### src/rtl/ddr2idxbuf_if.sv
// ---------------------------------------------------------------------------
// ddr2idxbuf_if
//
// Groups the two data paths of the sparse-index loader:
//   * the DDR read stream    : ddr_data / ddr_valid in, ddr_ready back
//   * the index-buffer write : idx_wr_data / idx_wr_addr / idx_wr_en out
//
// Modports
//   slave  : the loader itself (consumes the DDR stream, drives the writes)
//   master : the environment (DDR read channel source + index-buffer sink)
//
// Parameters must match the ones given to ddr2idxbuf.
// ---------------------------------------------------------------------------
interface ddr2idxbuf_if #(
  parameter int DDR_W    = 512,
  parameter int IDX_W    = 16,
  parameter int BANK_NUM = 4,
  parameter int ADDR_W   = 8
);

  // DDR read stream
  logic [DDR_W-1:0]    ddr_data;
  logic                ddr_valid;
  logic                ddr_ready;

  // Index-buffer write port, shared data/addr with one strobe per bank
  logic [2*IDX_W-1:0]  idx_wr_data;
  logic [ADDR_W-1:0]   idx_wr_addr;
  logic [BANK_NUM-1:0] idx_wr_en;

  modport slave (
    input  ddr_data,
    input  ddr_valid,
    output ddr_ready,
    output idx_wr_data,
    output idx_wr_addr,
    output idx_wr_en
  );

  modport master (
    output ddr_data,
    output ddr_valid,
    input  ddr_ready,
    input  idx_wr_data,
    input  idx_wr_addr,
    input  idx_wr_en
  );

endinterface

### src/rtl/ddr2idxbuf.sv
// ---------------------------------------------------------------------------
// ddr2idxbuf
//
// Loads a configured number of index entries (index pairs, 2*IDX_W bits)
// from the DDR read stream into BANK_NUM index-buffer banks.  Every accepted
// beat carries IDX_BATCH = DDR_W/(2*IDX_W) entries which are written out one
// per cycle.  Distribution modes:
//   0 / 3 : broadcast   - all banks strobed, addr = n
//   1     : round-robin - bank = n mod BANK_NUM, addr = n / BANK_NUM
//   2     : single bank - bank = conf_bank,      addr = n
//
// Ports
//   clk, rst_n      clock, asynchronous active-low reset
//   start           one-cycle pulse; latches conf_* and (re)starts a load
//   done            high from load completion until the next start
//   conf_mode       distribution mode (see above)
//   conf_bank       target bank for mode 2
//   conf_idx_num    number of entries N (clamped to bank capacity at start)
//   bus             ddr2idxbuf_if.slave: DDR stream in, index writes out
// ---------------------------------------------------------------------------
module ddr2idxbuf #(
  parameter int DDR_W     = 512,
  parameter int IDX_W     = 16,
  parameter int BANK_NUM  = 4,
  parameter int IDX_DEPTH = 256,
  parameter int ADDR_W    = $clog2(IDX_DEPTH),
  parameter int CNT_W     = ADDR_W + $clog2(BANK_NUM) + 1
) (
  input  logic                        clk,
  input  logic                        rst_n,
  input  logic                        start,
  output logic                        done,
  input  logic [1:0]                  conf_mode,
  input  logic [$clog2(BANK_NUM)-1:0] conf_bank,
  input  logic [CNT_W-1:0]            conf_idx_num,
  ddr2idxbuf_if.slave                 bus
);

  localparam int ENT_W     = 2 * IDX_W;
  localparam int IDX_BATCH = DDR_W / ENT_W;
  localparam int BANK_W    = $clog2(BANK_NUM);
  localparam int SLOT_W    = (IDX_BATCH > 1) ? $clog2(IDX_BATCH) : 1;

  localparam logic [1:0]        MODE_RR   = 2'd1;
  localparam logic [1:0]        MODE_ONE  = 2'd2;
  localparam logic [CNT_W-1:0]  MAX_FLAT  = CNT_W'(IDX_DEPTH);
  localparam logic [CNT_W-1:0]  MAX_RR    = CNT_W'(IDX_DEPTH * BANK_NUM);
  localparam logic [SLOT_W-1:0] SLOT_LAST = SLOT_W'(IDX_BATCH - 1);

  typedef enum logic [1:0] {
    S_IDLE,
    S_WAIT,
    S_UNPACK,
    S_DONE
  } state_t;

  // -------------------------------------------------------------------------
  // State
  // -------------------------------------------------------------------------
  state_t              state_reg,   state_next;
  logic [CNT_W-1:0]    n_reg,       n_next;        // entry being presented
  logic [CNT_W-1:0]    num_reg,     num_next;      // latched, clamped N
  logic [SLOT_W-1:0]   slot_reg,    slot_next;     // position inside beat
  logic [1:0]          mode_reg,    mode_next;
  logic [BANK_W-1:0]   bank_reg,    bank_next;
  logic [DDR_W-1:0]    hold_reg,    hold_next;     // remaining beat entries
  logic [ENT_W-1:0]    wr_data_reg, wr_data_next;
  logic [ADDR_W-1:0]   wr_addr_reg, wr_addr_next;
  logic [BANK_NUM-1:0] wr_en_reg,   wr_en_next;

  logic ready_c;

  // -------------------------------------------------------------------------
  // Capacity clamp applied when start latches the configuration
  // -------------------------------------------------------------------------
  logic [CNT_W-1:0] conf_max;
  logic [CNT_W-1:0] conf_num_clamped;

  assign conf_max         = (conf_mode == MODE_RR) ? MAX_RR : MAX_FLAT;
  assign conf_num_clamped = (conf_idx_num > conf_max) ? conf_max : conf_idx_num;

  // -------------------------------------------------------------------------
  // Entry mapping
  //
  // Whenever the output registers are loaded, the entry that lands there is
  // n_reg when coming from WAIT (n already points at the next entry) and
  // n_reg+1 when advancing inside UNPACK.
  // -------------------------------------------------------------------------
  logic [CNT_W-1:0]    map_n;
  logic [BANK_W-1:0]   map_bank;
  logic [ADDR_W-1:0]   map_addr;
  logic [BANK_NUM-1:0] bank_onehot;
  logic [BANK_NUM-1:0] map_en;

  assign map_n = (state_reg == S_UNPACK) ? (n_reg + CNT_W'(1)) : n_reg;

  always_comb begin
    map_bank = bank_reg;
    map_addr = ADDR_W'(map_n);
    if (mode_reg == MODE_RR) begin
      // Low bits pick the bank, the rest is the row inside that bank.
      map_bank = BANK_W'(map_n);
      map_addr = ADDR_W'(map_n >> BANK_W);
    end
  end

  generate
    for (genvar gi = 0; gi < BANK_NUM; gi++) begin : g_bank_dec
      assign bank_onehot[gi] = (map_bank == BANK_W'(gi));
    end
  endgenerate

  // Modes 0 and 3 broadcast to every bank.
  assign map_en = ((mode_reg == MODE_RR) || (mode_reg == MODE_ONE)) ? bank_onehot : '1;

  // -------------------------------------------------------------------------
  // Status decodes
  // -------------------------------------------------------------------------
  logic slot_last;
  logic entry_last;

  assign slot_last  = (slot_reg == SLOT_LAST);
  assign entry_last = (n_reg == (num_reg - CNT_W'(1)));

  // -------------------------------------------------------------------------
  // Next-state / output logic
  // -------------------------------------------------------------------------
  always_comb begin
    state_next   = state_reg;
    n_next       = n_reg;
    num_next     = num_reg;
    slot_next    = slot_reg;
    mode_next    = mode_reg;
    bank_next    = bank_reg;
    hold_next    = hold_reg;
    wr_data_next = wr_data_reg;
    wr_addr_next = wr_addr_reg;
    wr_en_next   = '0;          // a strobe lives exactly one cycle
    ready_c      = 1'b0;

    if (start) begin
      // start aborts whatever is in flight, from any state.  ready_c stays
      // low in this cycle so no beat is swallowed by the aborted load.
      mode_next  = conf_mode;
      bank_next  = conf_bank;
      num_next   = conf_num_clamped;
      n_next     = '0;
      slot_next  = '0;
      hold_next  = '0;
      state_next = (conf_num_clamped == '0) ? S_DONE : S_WAIT;
    end else begin
      case (state_reg)
        S_WAIT: begin
          ready_c = 1'b1;
          if (bus.ddr_valid) begin
            // Entry 0 goes straight to the outputs; the rest is kept in the
            // holding register, pre-shifted so the next entry sits at bit 0.
            wr_data_next = bus.ddr_data[ENT_W-1:0];
            hold_next    = bus.ddr_data >> ENT_W;
            wr_addr_next = map_addr;
            wr_en_next   = map_en;
            slot_next    = '0;
            state_next   = S_UNPACK;
          end
        end

        S_UNPACK: begin
          if (entry_last) begin
            // Remaining slots of this beat are dropped.
            state_next = S_DONE;
          end else if (!slot_last) begin
            wr_data_next = hold_reg[ENT_W-1:0];
            hold_next    = hold_reg >> ENT_W;
            wr_addr_next = map_addr;
            wr_en_next   = map_en;
            slot_next    = slot_reg + SLOT_W'(1);
            n_next       = n_reg + CNT_W'(1);
          end else begin
            // Beat exhausted: accept the next one in the same cycle so a
            // continuous stream produces one write per cycle with no bubble.
            ready_c = 1'b1;
            n_next  = n_reg + CNT_W'(1);
            if (bus.ddr_valid) begin
              wr_data_next = bus.ddr_data[ENT_W-1:0];
              hold_next    = bus.ddr_data >> ENT_W;
              wr_addr_next = map_addr;
              wr_en_next   = map_en;
              slot_next    = '0;
            end else begin
              state_next = S_WAIT;
            end
          end
        end

        default: begin
          // IDLE and DONE only leave on start.
        end
      endcase
    end
  end

  // -------------------------------------------------------------------------
  // Registers
  // -------------------------------------------------------------------------
  always_ff @(posedge clk or negedge rst_n) begin
    if (!rst_n) begin
      state_reg   <= S_IDLE;
      n_reg       <= '0;
      num_reg     <= '0;
      slot_reg    <= '0;
      mode_reg    <= '0;
      bank_reg    <= '0;
      hold_reg    <= '0;
      wr_data_reg <= '0;
      wr_addr_reg <= '0;
      wr_en_reg   <= '0;
    end else begin
      state_reg   <= state_next;
      n_reg       <= n_next;
      num_reg     <= num_next;
      slot_reg    <= slot_next;
      mode_reg    <= mode_next;
      bank_reg    <= bank_next;
      hold_reg    <= hold_next;
      wr_data_reg <= wr_data_next;
      wr_addr_reg <= wr_addr_next;
      wr_en_reg   <= wr_en_next;
    end
  end

  // -------------------------------------------------------------------------
  // Outputs
  // -------------------------------------------------------------------------
  assign done            = (state_reg == S_DONE);
  assign bus.ddr_ready   = ready_c;
  assign bus.idx_wr_data = wr_data_reg;
  assign bus.idx_wr_addr = wr_addr_reg;
  assign bus.idx_wr_en   = wr_en_reg;

endmodule

### src/flat_wrapper.sv
// flat-port wrapper written by rule: the top's interface ports become plain ports
module ddr2idxbuf_flat 
#(
  parameter int DDR_W     = 512,
  parameter int IDX_W     = 16,
  parameter int BANK_NUM  = 4,
  parameter int IDX_DEPTH = 256,
  parameter int ADDR_W    = $clog2(IDX_DEPTH),
  parameter int CNT_W     = ADDR_W + $clog2(BANK_NUM) + 1
)
  (clk, rst_n, start, done, conf_mode, conf_bank, conf_idx_num, bus_ddr_data, bus_ddr_valid, bus_ddr_ready, bus_idx_wr_data, bus_idx_wr_addr, bus_idx_wr_en);
  ddr2idxbuf_if #(.DDR_W(DDR_W), .IDX_W(IDX_W), .BANK_NUM(BANK_NUM), .ADDR_W(ADDR_W)) bus_i ();
  input  logic clk;
  input  logic rst_n;
  input  logic start;
  output logic done;
  input  logic [1:0] conf_mode;
  input  logic [$clog2(BANK_NUM)-1:0] conf_bank;
  input  logic [CNT_W-1:0] conf_idx_num;
  input wire logic [$bits(bus_i.ddr_data)-1:0] bus_ddr_data;
  input wire logic [$bits(bus_i.ddr_valid)-1:0] bus_ddr_valid;
  output wire logic [$bits(bus_i.ddr_ready)-1:0] bus_ddr_ready;
  output wire logic [$bits(bus_i.idx_wr_data)-1:0] bus_idx_wr_data;
  output wire logic [$bits(bus_i.idx_wr_addr)-1:0] bus_idx_wr_addr;
  output wire logic [$bits(bus_i.idx_wr_en)-1:0] bus_idx_wr_en;
  assign bus_i.ddr_data = bus_ddr_data;
  assign bus_i.ddr_valid = bus_ddr_valid;
  assign bus_ddr_ready = bus_i.ddr_ready;
  assign bus_idx_wr_data = bus_i.idx_wr_data;
  assign bus_idx_wr_addr = bus_i.idx_wr_addr;
  assign bus_idx_wr_en = bus_i.idx_wr_en;
  ddr2idxbuf #(.DDR_W(DDR_W), .IDX_W(IDX_W), .BANK_NUM(BANK_NUM), .IDX_DEPTH(IDX_DEPTH), .ADDR_W(ADDR_W), .CNT_W(CNT_W)) u_core (.clk(clk), .rst_n(rst_n), .start(start), .done(done), .conf_mode(conf_mode), .conf_bank(conf_bank), .conf_idx_num(conf_idx_num), .bus(bus_i));
endmodule
### config.mk
export PLATFORM = sky130hd
export DESIGN_NAME = ddr2idxbuf_flat
export DESIGN_NICKNAME = d
export VERILOG_FILES = /design/src/rtl/ddr2idxbuf_if.sv /design/src/rtl/ddr2idxbuf.sv /design/src/flat_wrapper.sv
export SDC_FILE = /design/constraint.sdc
export NUM_CORES = 2
export LEC_CHECK = 0
export CAP_MARGIN = 20
export CORE_MARGIN = 4
export CORE_UTILIZATION = 52
export CTS_CLUSTER_SIZE = 12
export DETAILED_ROUTE_END_ITERATION = 10
export GPL_TIMING_DRIVEN = 1
export PLACE_DENSITY = 0.82
export SETUP_SLACK_MARGIN = 0.05
export SLEW_MARGIN = 20
export SYNTH_ARGS = -nofsm -noshare
export SYNTH_HDL_FRONTEND = slang
export SYNTH_SLANG_ARGS = --single-unit
### constraint.sdc
create_clock -name clk -period 3.4 [get_ports clk]
set_input_delay 0.51 -clock clk [delete_from_list [all_inputs] [get_ports clk]]
set_output_delay 0.51 -clock clk [all_outputs]
set_load 0.005 [all_outputs]
== Word-level counts from Yosys, hierarchy flattened ==
Index checks and enable logic that the tools add are counted.
Widths: inputs -> output; s select.

* Bitwise gates (word level): 1
* Magnitude comparators: 1
* Muxes and demuxes: 43
* Add/subtract/negate cells: 3
* Reduce and logical (&&, ||, !) cells: 10
* Eq/ne operators: 17

{| class="wikitable"
|+ Operator list
! operator !! count
|-
| $mux 512 || 4
|-
| $pmux 512 s2 || 1
|-
| $mux 32 || 3
|-
| $pmux 32 s2 || 1
|-
| $mux 11 || 5
|-
| $mux 4 || 9
|-
| $mux 8 || 4
|-
| $pmux 4 s2 || 2
|-
| $pmux 8 s2 || 1
|-
| $mux 2 || 7
|-
| $add 11x1->11 const B || 1
|-
| $eq 11x11->1 || 1
|-
| $gt 11x11->1 || 1
|-
| $logic_not 11->1 || 1
|-
| $sub 11x1->11 const B || 1
|-
| $eq 2x2->1 const B || 5
|-
| $mux 10 || 1
|-
| $eq 2x1->1 const B || 4
|-
| $ne 3x3->1 const B || 2
|-
| $add 4x1->4 const B || 1
|-
| $eq 4x4->1 const B || 1
|-
| $ne 2x2->1 const B || 2
|-
| $ne 4x2->1 const B || 1
|-
| $ne 4x3->1 const B || 1
|-
| other kinds (11) || 15
|}

* Bits of input ports: 531
* Output and inout port bits: 46
* Word-level logic and storage cells: 85
* Register bits: 588

== Longest topological paths before layout ==
* Depth after elaboration: 10
* Depth in mapped cells: 13
* Mapped depth without buffers: 9

== Worst setup path before layout ==
No wires, ideal clock.

* Kind: register -> register
* Start: reg u_core.num_reg[3]
* End: reg u_core.hold_reg[225]
* Path buffers: 4
* Period minus slack after synthesis: 2.785 ns
* Path slack: 0.615 ns
* Required time: 3.245 ns
* Data arrival time: 2.630 ns
* Cell stages (with the launch flop): 12
* Setup time: 0.155 ns
* Cells stage by stage: dfrtp_1 buf_4 nor3_4 and3_1 a32oi_2 a2111oi_4 a31oi_1 a21oi_1 buf_2 buf_2 buf_2 a221oi_2

* Longest elaborated chain between the ends: 4

{| class="wikitable"
|+ Ends and longest elaborated chain
! what !! RTL line !! source
|-
| from (decl) || ddr2idxbuf.sv:62 || <nowiki>logic [CNT_W-1:0] num_reg, num_next;</nowiki>
|-
| from (signal assigned) || ddr2idxbuf.sv:220 || <nowiki>num_reg <= num_next;</nowiki>
|-
| $sub 11x1->11 || ddr2idxbuf.sv:123 || <nowiki>assign entry_last = (n_reg == (num_reg - CNT_W'(1)));</nowiki>
|-
| $eq 11x11->1 || ddr2idxbuf.sv:123 ||
|-
| $ne 3x3->1 (no source line) || -- ||
|-
| $reduce_and 2->1 (no source line) || -- ||
|-
| to (signal assigned) || ddr2idxbuf.sv:224 || <nowiki>hold_reg <= hold_next;</nowiki>
|-
| to (decl) || ddr2idxbuf.sv:66 || <nowiki>logic [DDR_W-1:0] hold_reg, hold_next;</nowiki>
|}

Every way passes these cells.
A chain may end at the register's enable or synchronous reset.

== Final worst setup path ==
* Start: reg u_core.num_reg[6]
* End: out bus_ddr_ready

* Longest elaborated chain between the ends: 5

{| class="wikitable"
|+ Ends and longest elaborated chain
! what !! RTL line !! source
|-
| $sub 11x1->11 || ddr2idxbuf.sv:123 ||
|-
| $eq 11x11->1 || ddr2idxbuf.sv:123 ||
|-
| $mux 1 || ddr2idxbuf.sv:168 || <nowiki>if (entry_last) begin</nowiki>
|-
| $pmux 1 s2 || ddr2idxbuf.sv:152 || <nowiki>case (state_reg)</nowiki>
|-
| $mux 1 || ddr2idxbuf.sv:141 || <nowiki>if (start) begin</nowiki>
|-
| to (decl) || flat_wrapper.sv:22 || <nowiki>output wire logic [$bits(bus_i.ddr_ready)-1:0] bus_ddr_ready;</nowiki>
|}

Every way passes these cells.

==> flow_metrics.env <==
export IMPL_status="finished, final reports clean"
export IMPL_finalSetupViolCount=0
export IMPL_dp_hpwl_mm=69.36
export IMPL_grt_pass1_wl_mm=151.3
export IMPL_hold_path_class="primary input to register"
export IMPL_synth_warnings=0
export IMPL_multi_input_area_um2=11140
export IMPL_clk_path_buf_depth=3
export IMPL_worstPathRequired_ns=2.89
export IMPL_grt_max_degree=212
export IMPL_avgRoutedWirePerCell_um=25.04
export IMPL_cts_sinks=588
export IMPL_firstDrtPassIters=6
export IMPL_cp_cell_sequence="nor3_4 > and3_4 > a32oi_2 > a2111oi_4 > a31oi_2 > a21oi_2 > nor2_1 > buf_2"
export IMPL_max_freq_mhz=307.3
export IMPL_final_nets=3727
export IMPL_core_area_um2=55090
export IMPL_rr_worst_depth=10
export IMPL_ios=577
export IMPL_relSlewSlack_pct=30.21
export IMPL_drtAntennaViolNets=0
export IMPL_worstSkewPairLatency_ns=0.64
export IMPL_synth_top_cell_area_share_pct=50.79
export IMPL_tightest_slew_ns=1.047
export IMPL_regArea_um2=14720
export IMPL_rr_startpoint="u_core.num_reg[6]$_DFFE_PN0P_"
export IMPL_fillers=4064
export IMPL_grt_pass1_vias=25780
export IMPL_power_leakage_nw=15.38
export IMPL_drc=0
export IMPL_synth_edf_count=0
export IMPL_p_total_w=0.02168
export IMPL_r2r_setup_slack_ns=0.18
export IMPL_drive_gt1_share_pct=13.59
export IMPL_syn_nets=3292
export IMPL_fin_setup_tns_ns=0
export IMPL_hp_start="start"
export IMPL_holdPathStages=2
export IMPL_path_buf_inv=1
export IMPL_ys_ff_latch=588
export IMPL_irDropWorstVdd_uv=423.4
export IMPL_crit_fanout=4
export IMPL_endpoint_kind="output pin"
export IMPL_synth_top_cell_by_area="dfrtp_1"
export IMPL_cp_slowest_stage_delay_ns=0.44
export IMPL_postSynthCellCount=2752
export IMPL_ys_top_cells_by_area="dfrtp_1 51%, o22ai_1 10%, a221oi_2 10%"
export IMPL_area_delta_synth_final_pct=30.15
export IMPL_ys_async_sr_fraction_pct=100.0
export IMPL_die_h_um=244.0
export IMPL_numPortBuffers=576
export IMPL_finalHoldViolCount=0
export IMPL_largest_reg_flops=512
export IMPL_path_clk_slew_ns=0.06
export IMPL_r2r_end="u_core.hold_reg[429]$_DFFE_PN0P_"
export IMPL_critPathArrivalTime_ns=2.74
export IMPL_htree_levels=2
export IMPL_max_cap_violations=0
export IMPL_antenna_found_initial=32
export IMPL_synth_main_ff_cell="dfrtp_1"
export IMPL_min_to="u_core.num_reg[0]$_DFFE_PN0P_"
export IMPL_instances_no_fill=3998
export IMPL_globalplace_congestion=0.9484
export IMPL_synth_distinct_cells=58
export IMPL_crit_family="compound AO/OA/AOI/OAI gates"
export IMPL_synth_area_um2=28970
export IMPL_cts_root_buffer="clkbuf_16"
export IMPL_period_minus_slack_ns=3.255
export IMPL_track_usage_pct=32.15
export IMPL_start_util_pct=52.58
export IMPL_dp_cells=3860
export IMPL_maxSlewViolCount=0
export IMPL_cts_tree="built"
export IMPL_layout_worst_path_cycle_share_pct=95.72
export IMPL_grt_ovfl_total=0
export IMPL_start_kind="register"
export IMPL_avgSynthCellArea_um2=10.53
export IMPL_fin_worst_skew_ns=0.02173
export IMPL_drt_wl_total_mm=100.1
export IMPL_num_vias=25780
export IMPL_p_per_area_nw_per_um2=575.0
export IMPL_via_per_inst=6.449
export IMPL_slowest_stage="dfrtp_2"
export IMPL_rsz0062_at_grt="no"
export IMPL_die_width_um=244.0
export IMPL_cts_made_buffers=60
export IMPL_yosysSeqAreaShare_pct=50.79
export IMPL_crit_type="register to output pin"
export IMPL_first_iter_violations=2897
export IMPL_die_area_um2=59550
export IMPL_num_rows=86
cells in the final DEF (no fill, tap or decap), types with 4 or more instances in the layout:
master           instances
nand2_1                 53
a21o_1                   6
xor2_1                   4
a22o_1                  33
nand4_1                  9
clkbuf_8                 9
a211oi_1                10
inv_1                  501
or3_1                    5
xnor2_1                  8
o22ai_1                482
mux2i_1                  5
and2_1                  35
dfrtp_2                  5
clkinv_2                 5
diode_2                 28
a221oi_1               281
clkbuf_16               60
buf_12                  41
nand3_1                 16
mux2_2                  11
clkbuf_1                15
buf_4                   64
clkdlybuf4s50_1        573
ha_1                     8
dfrtp_1                583
o21ai_0                 58
a21oi_1                 30
nor2_1                  27
nand2b_1                 5
a221oi_2               200
cell type report:
class                           count  share of cell area, %
Multi-Input combinational cell   1351                  29.56
Antenna cell                       28                 0.1858
Sequential cell                   588                  39.04
Inverter                          504                  5.018
Timing Repair Buffer              682                  18.78
Clock inverter                     13                 0.4679
Clock buffer                       84                  4.460
Tap cell                          748                  2.482
repair_timing:
item,CTS,global route
resized for setup,27,7
setup endpoints to repair,1,1
endpoints found under the hold margin,71,0
setup buffers,8,4
pin swaps,10,10
hold buffers,1,0
Yosys cell counts, types with 6 or more instances:
master      n
nand3_1    16
mux2_2     11
buf_6      23
and2_1     35
inv_1     503
dfrtp_1   588
nand4_1     9
o21ai_0    58
xnor2_1     9
a211oi_1   12
nand2b_1    7
a221oi_1  281
o22ai_1   482
nand2_1    54
ha_1        9
a22o_1     33
a21oi_1    32
buf_2      65
a21o_1      6
nor2_1     27
a221oi_2  200
clkbuf_1  218
logic make-up (layout without fill, tap and decap cells):
kind of cell	after synthesis	in the layout	synth area share (%)
flip-flops	588	588	50.79
AO/OA/AOI/OAI	1133	1133	33.18
XOR/XNOR	14	14	0.4233
AND/OR/NAND/NOR	179	179	3.196
other	0	28	0
buffers and inverters	813	1283	11.42
multiplexers	16	16	0.6004
adder cells (fa/ha/maj)	9	9	0.3887
report_power, final:
group	internal (W)	total (W)	leakage, nW	switching, W
logic	0.00279	0.00619	6.70	0.00340
clock network	0.00364	0.00645	0.910	0.00281
registers	0.00818	0.00903	7.77	0.000848
total	0.0146	0.0217	15.4	0.00706
how the worst max path moves through the flow:
| stage | startpoint | to | cells after the start | slack, ns |
|---|---|---|---|---|
| floorplan | u_core.num_reg[3]$_DFFE_PN0P_ | u_core.hold_reg[225]$_DFFE_PN0P_ | 11 | 0.61 |
| global placement | u_core.num_reg[0]$_DFFE_PN0P_ | u_core.hold_reg[429]$_DFFE_PN0P_ | 12 | 0.20 |
| detailed placement | u_core.num_reg[0]$_DFFE_PN0P_ | u_core.hold_reg[429]$_DFFE_PN0P_ | 12 | 0.17 |
| CTS | u_core.num_reg[1]$_DFFE_PN0P_ | bus_ddr_ready | 10 | 0.12 |
| global route | u_core.num_reg[4]$_DFFE_PN0P_ | bus_ddr_ready | 8 | 0.05 |
| finish | u_core.num_reg[6]$_DFFE_PN0P_ | bus_ddr_ready | 8 | 0.15 |
metrics by stage:
stage	util (%)	hold slack, ns	worst slack, ns	area (um^2)
after global routing	68.40	0.3373	0.04681	37680
after detailed placement	64.48	0.4716	0.1672	35530
after floorplan	-	0.2144	0.6148	28970
final	68.43	0.3317	0.1454	37700
after global placement	64.48	0.4686	0.2046	35530
after CTS	68.18	0.2875	0.1212	37560
routing by layer:
layer / track usage, % / up-vias / wire length, um
li1: - / 11320 / -
met1: 41.47 / 12890 / 38230
met2: 52.62 / 1309 / 48770
met3: 6.294 / 255 / 8190
met4: 15.24 / 12 / 4832
met5: 0 / - / 78
Power figures use the tool's default switching activity.
